## src/rtl/ball_seq_pkg.sv

```systemverilog
// Shared definitions for the ball colour-sequence controller: colour codes,
// controller states and the power-on target pattern.
package ball_seq_pkg;

    localparam logic [1:0] COL_R   = 2'd0;
    localparam logic [1:0] COL_G   = 2'd1;
    localparam logic [1:0] COL_B   = 2'd2;
    localparam logic [1:0] COL_INV = 2'd3;

    typedef enum logic [0:0] {
        IDLE = 1'b0,
        RUN  = 1'b1
    } state_e;

    // Power-on target cycles r,g,b,r,g,... along the sequence
    function automatic logic [1:0] default_color(input int idx);
        logic [1:0] col;
        case (idx % 3)
            0:       col = COL_R;
            1:       col = COL_G;
            default: col = COL_B;
        endcase
        return col;
    endfunction

endpackage

```

## src/rtl/ball_seq_ctrl_target_regs.sv

```systemverilog
// Target colour register file; writes are accepted only while the controller
// is idle so the sequence cannot change under a running match.
module ball_seq_target_regs
    import ball_seq_pkg::*;
#(
    parameter int SEQ_LEN = 3,
    parameter int COLOR_W = 2
) (
    input  logic                       clk,
    input  logic                       rst,
    input  logic                       idle_i,
    input  logic                       wr_en_i,
    input  logic [2:0]                 wr_idx_i,
    input  logic [COLOR_W-1:0]         wr_color_i,
    output logic [SEQ_LEN*COLOR_W-1:0] target_o
);

    logic [COLOR_W-1:0] target_q [SEQ_LEN];

    // Element storage; out-of-range indices simply match no element
    always_ff @(posedge clk) begin
        for (int i = 0; i < SEQ_LEN; i++) begin
            if (rst) begin
                target_q[i] <= COLOR_W'(default_color(i));
            end else if (wr_en_i && idle_i && (wr_idx_i == 3'(i))) begin
                target_q[i] <= wr_color_i;
            end else begin
                target_q[i] <= target_q[i];
            end
        end
    end

    // Flatten for the matcher
    always_comb begin
        target_o = '0;
        for (int i = 0; i < SEQ_LEN; i++) begin
            target_o[i*COLOR_W +: COLOR_W] = target_q[i];
        end
    end

endmodule

```

## src/rtl/ball_seq_ctrl.sv

```systemverilog
// Programmable colour-sequence matcher with start/stop sequencing.
// Optional stalled-match timeout is enabled by defining BALL_SEQ_TIMEOUT_EN.
module ball_seq_ctrl
    import ball_seq_pkg::*;
#(
    parameter int SEQ_LEN     = 3,
    parameter int COLOR_W     = 2,
    parameter int CNT_W       = 8,
    parameter int TIMEOUT_CYC = 255
) (
    input  logic               clk,
    input  logic               rst,
    input  logic               cfg_we,
    input  logic [2:0]         cfg_idx,
    input  logic [COLOR_W-1:0] cfg_color,
    input  logic               start,
    input  logic               stop,
    input  logic               ball_valid,
    input  logic [COLOR_W-1:0] ball_color,
    output logic               ball_ready,
    output logic               busy,
    output logic               match,
    output logic [CNT_W-1:0]   match_cnt,
    output logic               timeout_err
);

    state_e                     state_q;
    logic [2:0]                 ptr_q;
    logic [2:0]                 ptr_d;
    logic [CNT_W-1:0]           match_cnt_q;
    logic                       match_q;
    logic [SEQ_LEN*COLOR_W-1:0] target_s;
    logic [COLOR_W-1:0]         cur_tgt_s;
    logic                       accept_s;
    logic                       valid_col_s;
    logic                       hit_s;
    logic                       last_s;
    logic                       expire_s;

    ball_seq_target_regs #(
        .SEQ_LEN (SEQ_LEN),
        .COLOR_W (COLOR_W)
    ) u_target (
        .clk        (clk),
        .rst        (rst),
        .idle_i     (state_q == IDLE),
        .wr_en_i    (cfg_we),
        .wr_idx_i   (cfg_idx),
        .wr_color_i (cfg_color),
        .target_o   (target_s)
    );

    assign ball_ready  = (state_q == RUN) && !stop;
    assign accept_s    = ball_valid && ball_ready;
    assign busy        = (state_q == RUN);
    assign match       = match_q;
    assign match_cnt   = match_cnt_q;

    // Select the target element the pointer is waiting on
    always_comb begin
        cur_tgt_s = target_s[COLOR_W-1:0];
        for (int i = 0; i < SEQ_LEN; i++) begin
            cur_tgt_s = (ptr_q == 3'(i)) ? target_s[i*COLOR_W +: COLOR_W] : cur_tgt_s;
        end
    end

    assign valid_col_s = (ball_color != COLOR_W'(COL_INV));
    assign hit_s       = valid_col_s && (ball_color == cur_tgt_s);
    assign last_s      = (ptr_q == 3'(SEQ_LEN - 1));

    // Next pointer; a mismatching ball may itself open a new attempt
    always_comb begin
        ptr_d = ptr_q;
        if (accept_s) begin
            if (hit_s && last_s) begin
                ptr_d = 3'd0;
            end else if (hit_s) begin
                ptr_d = ptr_q + 3'd1;
            end else if (valid_col_s && (ball_color == target_s[COLOR_W-1:0])) begin
                ptr_d = 3'd1;
            end else begin
                ptr_d = 3'd0;
            end
        end else if (expire_s) begin
            ptr_d = 3'd0;
        end else begin
            ptr_d = ptr_q;
        end
    end

    // Controller FSM with pointer, match pulse and saturating counter
    always_ff @(posedge clk) begin
        if (rst) begin
            state_q     <= IDLE;
            ptr_q       <= 3'd0;
            match_cnt_q <= '0;
            match_q     <= 1'b0;
        end else begin
            case (state_q)
                IDLE: begin
                    ptr_q   <= 3'd0;
                    match_q <= 1'b0;
                    if (start && !stop) begin
                        state_q     <= RUN;
                        match_cnt_q <= '0;
                    end else begin
                        state_q <= IDLE;
                    end
                end
                RUN: begin
                    match_q <= accept_s && hit_s && last_s;
                    if (stop) begin
                        state_q <= IDLE;
                        ptr_q   <= 3'd0;
                    end else begin
                        ptr_q <= ptr_d;
                    end
                    if (accept_s && hit_s && last_s && (match_cnt_q != {CNT_W{1'b1}})) begin
                        match_cnt_q <= match_cnt_q + {{(CNT_W-1){1'b0}}, 1'b1};
                    end else begin
                        match_cnt_q <= match_cnt_q;
                    end
                end
                default: begin
                    state_q <= IDLE;
                    ptr_q   <= 3'd0;
                    match_q <= 1'b0;
                end
            endcase
        end
    end

`ifdef BALL_SEQ_TIMEOUT_EN
    logic [15:0] timer_q;
    logic        timeout_err_q;

    // An accepted ball on the expiry cycle wins over the timeout
    assign expire_s = (state_q == RUN) && !stop && (ptr_q != 3'd0) && !accept_s &&
                      (timer_q == 16'(TIMEOUT_CYC - 1));
    assign timeout_err = timeout_err_q;

    // Idle timer runs only while a partial match is pending
    always_ff @(posedge clk) begin
        if (rst) begin
            timer_q       <= 16'd0;
            timeout_err_q <= 1'b0;
        end else begin
            timeout_err_q <= expire_s;
            if ((state_q == RUN) && !stop && (ptr_q != 3'd0) && !accept_s && !expire_s) begin
                timer_q <= timer_q + 16'd1;
            end else begin
                timer_q <= 16'd0;
            end
        end
    end
`else
    logic unused_timeout_s;

    // TIMEOUT_CYC only matters to the timeout path
    assign unused_timeout_s = (TIMEOUT_CYC > 0);
    assign expire_s         = 1'b0;
    assign timeout_err      = 1'b0;
`endif

endmodule
```

## config.mk

```make
export PLATFORM = sky130hd
export DESIGN_NAME = ball_seq_ctrl
export DESIGN_NICKNAME = d
export VERILOG_FILES = /design/src/rtl/ball_seq_pkg.sv /design/src/rtl/ball_seq_ctrl_target_regs.sv /design/src/rtl/ball_seq_ctrl.sv
export SDC_FILE = /design/constraint.sdc
export NUM_CORES = 1
export LEC_CHECK = 0
export ABC_CLOCK_PERIOD_IN_PS = 2400
export CORE_MARGIN = 2
export CORE_UTILIZATION = 35
export CTS_CLUSTER_SIZE = 28
export DETAILED_ROUTE_END_ITERATION = 6
export HOLD_SLACK_MARGIN = 0.03
export PLACE_DENSITY = 0.61
export SLEW_MARGIN = 20
export SYNTH_ARGS = -nofsm -noshare
export SYNTH_HDL_FRONTEND = slang
export SYNTH_SLANG_ARGS = --single-unit
```

## constraint.sdc

```tcl
create_clock -name clk -period 2.4 [get_ports clk]
set_input_delay 0.24 -clock clk [delete_from_list [all_inputs] [get_ports clk]]
set_output_delay 0.24 -clock clk [all_outputs]
set_load 0.03 [all_outputs]
```

==> qor.yml <==
status: "completed"
core-area_um2: 3280
cp-end-kind: "flop"
seqPwrFrac_pct: 57.5
max_freq_mhz: 433
dp.cells: 201
synth-xor-area-share_pct: 1.37
synth_cell_types: 48
clockBufferDepth: 2
cts.sinks: 19
grt_pass1_vias: 987
power.switching_mw: 0.151
final_common_cell: "clkdlybuf4s50_1"
ys.flop_type: "dfxtp_1"
critPathKind: "reg -> reg"
setup_tns_ns: 0
clk_latency_ns: 0.31
cts_buffers: 3
wirelength_mm: 2.68
hold_viol: 0
synth_nets: 146
start_util_pct: 36.0
grt_start_max_net_pins: 13
gr-total-overflow: 0
ys_ff_latch: 19
drv_cap: 0
finalHoldWorstSlack_ns: 0.501
route.met2.wl_mm: 1.26
root_buffer: "clkbuf_4"
p_leak_nw: 0.569
place_congestion: 0.771
dr.pass1.iters: 4
cts_tree: "built"
yosys.area.top_type: "dfxtp_1"
via_count: 1092
grt_pass1_wl_mm: 4.62
period_share_pct: 96.3
p_int_mw: 0.447
htreeDepth: 1
fp.dieH_um: 62.2
period_needed_ns: 2.31
wire_per_inst_um: 12.8
final_cell_mix: "clkdlybuf4s50_1, nor2_1, dfxtp_1, buf_4, nand2b_1"
grt_antenna_before_repair: 0
crit_fanout: 7
port_buffers: 23
met3_wirelength_um: 108
worst_setup_path_start_kind: "flop"
vdd_drop_max_v: 0.000173
post-dp-hpwl_mm: 2.00
syn_inst: 129
wl_met1_mm: 1.27
yosysSeqAreaShare_pct: 37.2
post_synth_fa_ha_maj_area_fraction_pct: 4.23
synth_top_area_share_pct: 22.0
fill_cells: 318
async_flop_share_pct: 0
synthToLayoutAreaGrowth_pct: 34.5
crit_required_ns: 2.65
yosys.area_share.simple_pct: 32.9
p_comb_share_pct: 14.6
cts_hold_buf: 0
clkPwrFrac_pct: 27.9
diodes: 0
drt_iter0_markers: 71
fin_skew_ns: 0.00912
synth_edf_count: 6
drive_gt1_share_pct: 17.8
swShare_pct: 25.2
drv_slew: 0
netlist_top_cells_area: "dfxtp_1, edfxtp_1, nand2b_1"
io_pins: 25
worstHoldPathType: "reg -> reg"
drc: 0
p_per_area_nw_per_um2: 375
top_layer_used: "met4"
final_cells: 209
utilization_pct: 48.5
clk_pin_slew_ns: 0.11
synth_area_per_cell_um2: 9.18
fp-row-count: 21
yosys_warnings: 0
die-area_um2: 3860
synth_compound_area_share_pct: 20.6
total_power_mw: 0.598
track_usage_pct: 14.5
die_x_um: 62.2
setup_viol: 0
synth.cell_area_um2: 1180
avgViaCountPerCell: 5.22
critPathArrivalTime_ns: 2.56
nNetsFinal: 181
antenna_left: 0
synth_top_family_by_area: "simple AND/OR/NAND/NOR gates"
muxShareOfSynthArea_pct: 0.846
==> routing by layer <==
layer  up-vias  track usage [%]
met5         -                0
met4         0             5.00
met3         4             1.81
met2        28             23.1
met1       512             20.2
li1        548                -
==> power by group through the flow <==
stage	Combinational (mW)	Clock (mW)	Sequential, mW
floorplan	0.0428	0	0.351
global placement	0.0800	0	0.351
detailed placement	0.0808	0	0.351
CTS	0.0813	0.174	0.344
global route	0.0953	0.184	0.345
finish	0.0870	0.167	0.344
==> critical path, cell delays in order (launching register included) <==
cell and delay, ns:
dfxtp_1 0.35, inv_1 0.06, ha_2 0.22, or4b_4 0.53, o221ai_4 0.13, nor3b_2 0.28, a22o_2 0.21, or3b_1 0.35
a21oi_1 0.13
==> state kept, by name (all words and copies together) (netlist names) <==
register           count
busy                   1
match                  1
match_cnt              8
ptr_q                  3
u_target.target_q      6
==> worst paths after layout <==
check	startpoint	endpoint	slack [ns]	cells past startpoint
worst max-delay path	ptr_q[0]	match_cnt[0]	0.09	8
worst max register to register	ptr_q[0]	match_cnt[0]	0.09	8
worst min register to register	match_cnt[7]	match_cnt[7]	0.50	1
worst min-delay path	match_cnt[7]	match_cnt[7]	0.50	1
==> synthesized netlist by cell type, types with 2 or more instances <==
| library cell | number |
|---|---|
| dfxtp_1 | 13 |
| nor2_1 | 13 |
| nand2b_1 | 9 |
| a21oi_1 | 7 |
| nand3_1 | 7 |
| nor2b_1 | 7 |
| edfxtp_1 | 6 |
| nand2_1 | 6 |
| a31oi_1 | 5 |
| ha_1 | 4 |
| nand3b_1 | 4 |
| and3_1 | 3 |
| clkbuf_1 | 3 |
| inv_1 | 3 |
| nor3_1 | 3 |
| a2111oi_0 | 2 |
| a21boi_0 | 2 |
| or3_1 | 2 |
==> logic make-up (layout without fill, tap and decap cells) <==
family          Yosys count  after routing
compound gates           31             31
xor+xnor                  1              1
other cells               1              1
buf+inv                   7             41
flops                    19             19
mux                       1              1
fa+ha+maj                 4              4
simple gates             65             65
==> metrics by stage <==
| stage | instance area [um2] | setup WS [ns] |
|---|---|---|
| after floorplan | 1180 | 0.0109 |
| after global placement | 1510 | 0.109 |
| after global routing | 1590 | -0.0274 |
| after detailed placement | 1510 | 0.0669 |
| final | 1590 | 0.0880 |
| after CTS | 1530 | 0.0397 |
==> layout make-up <==
class,count,area (um2),share of cell area [%]
multi-input combinational,103,743,46.7
timing repair buffer,34,313,19.7
tap,46,57.6,3.62
inverter,3,11.3,0.708
sequential,19,440,27.7
clock buffer,4,26.3,1.65
==> what timing repair did <==
action                                  4_1_cts  5_1_grt
setup buffers                                 0        4
gates resized for setup                       0        8
endpoints found under the setup margin        0        8
No activity file was read; power rests on OpenSTA's default activity.
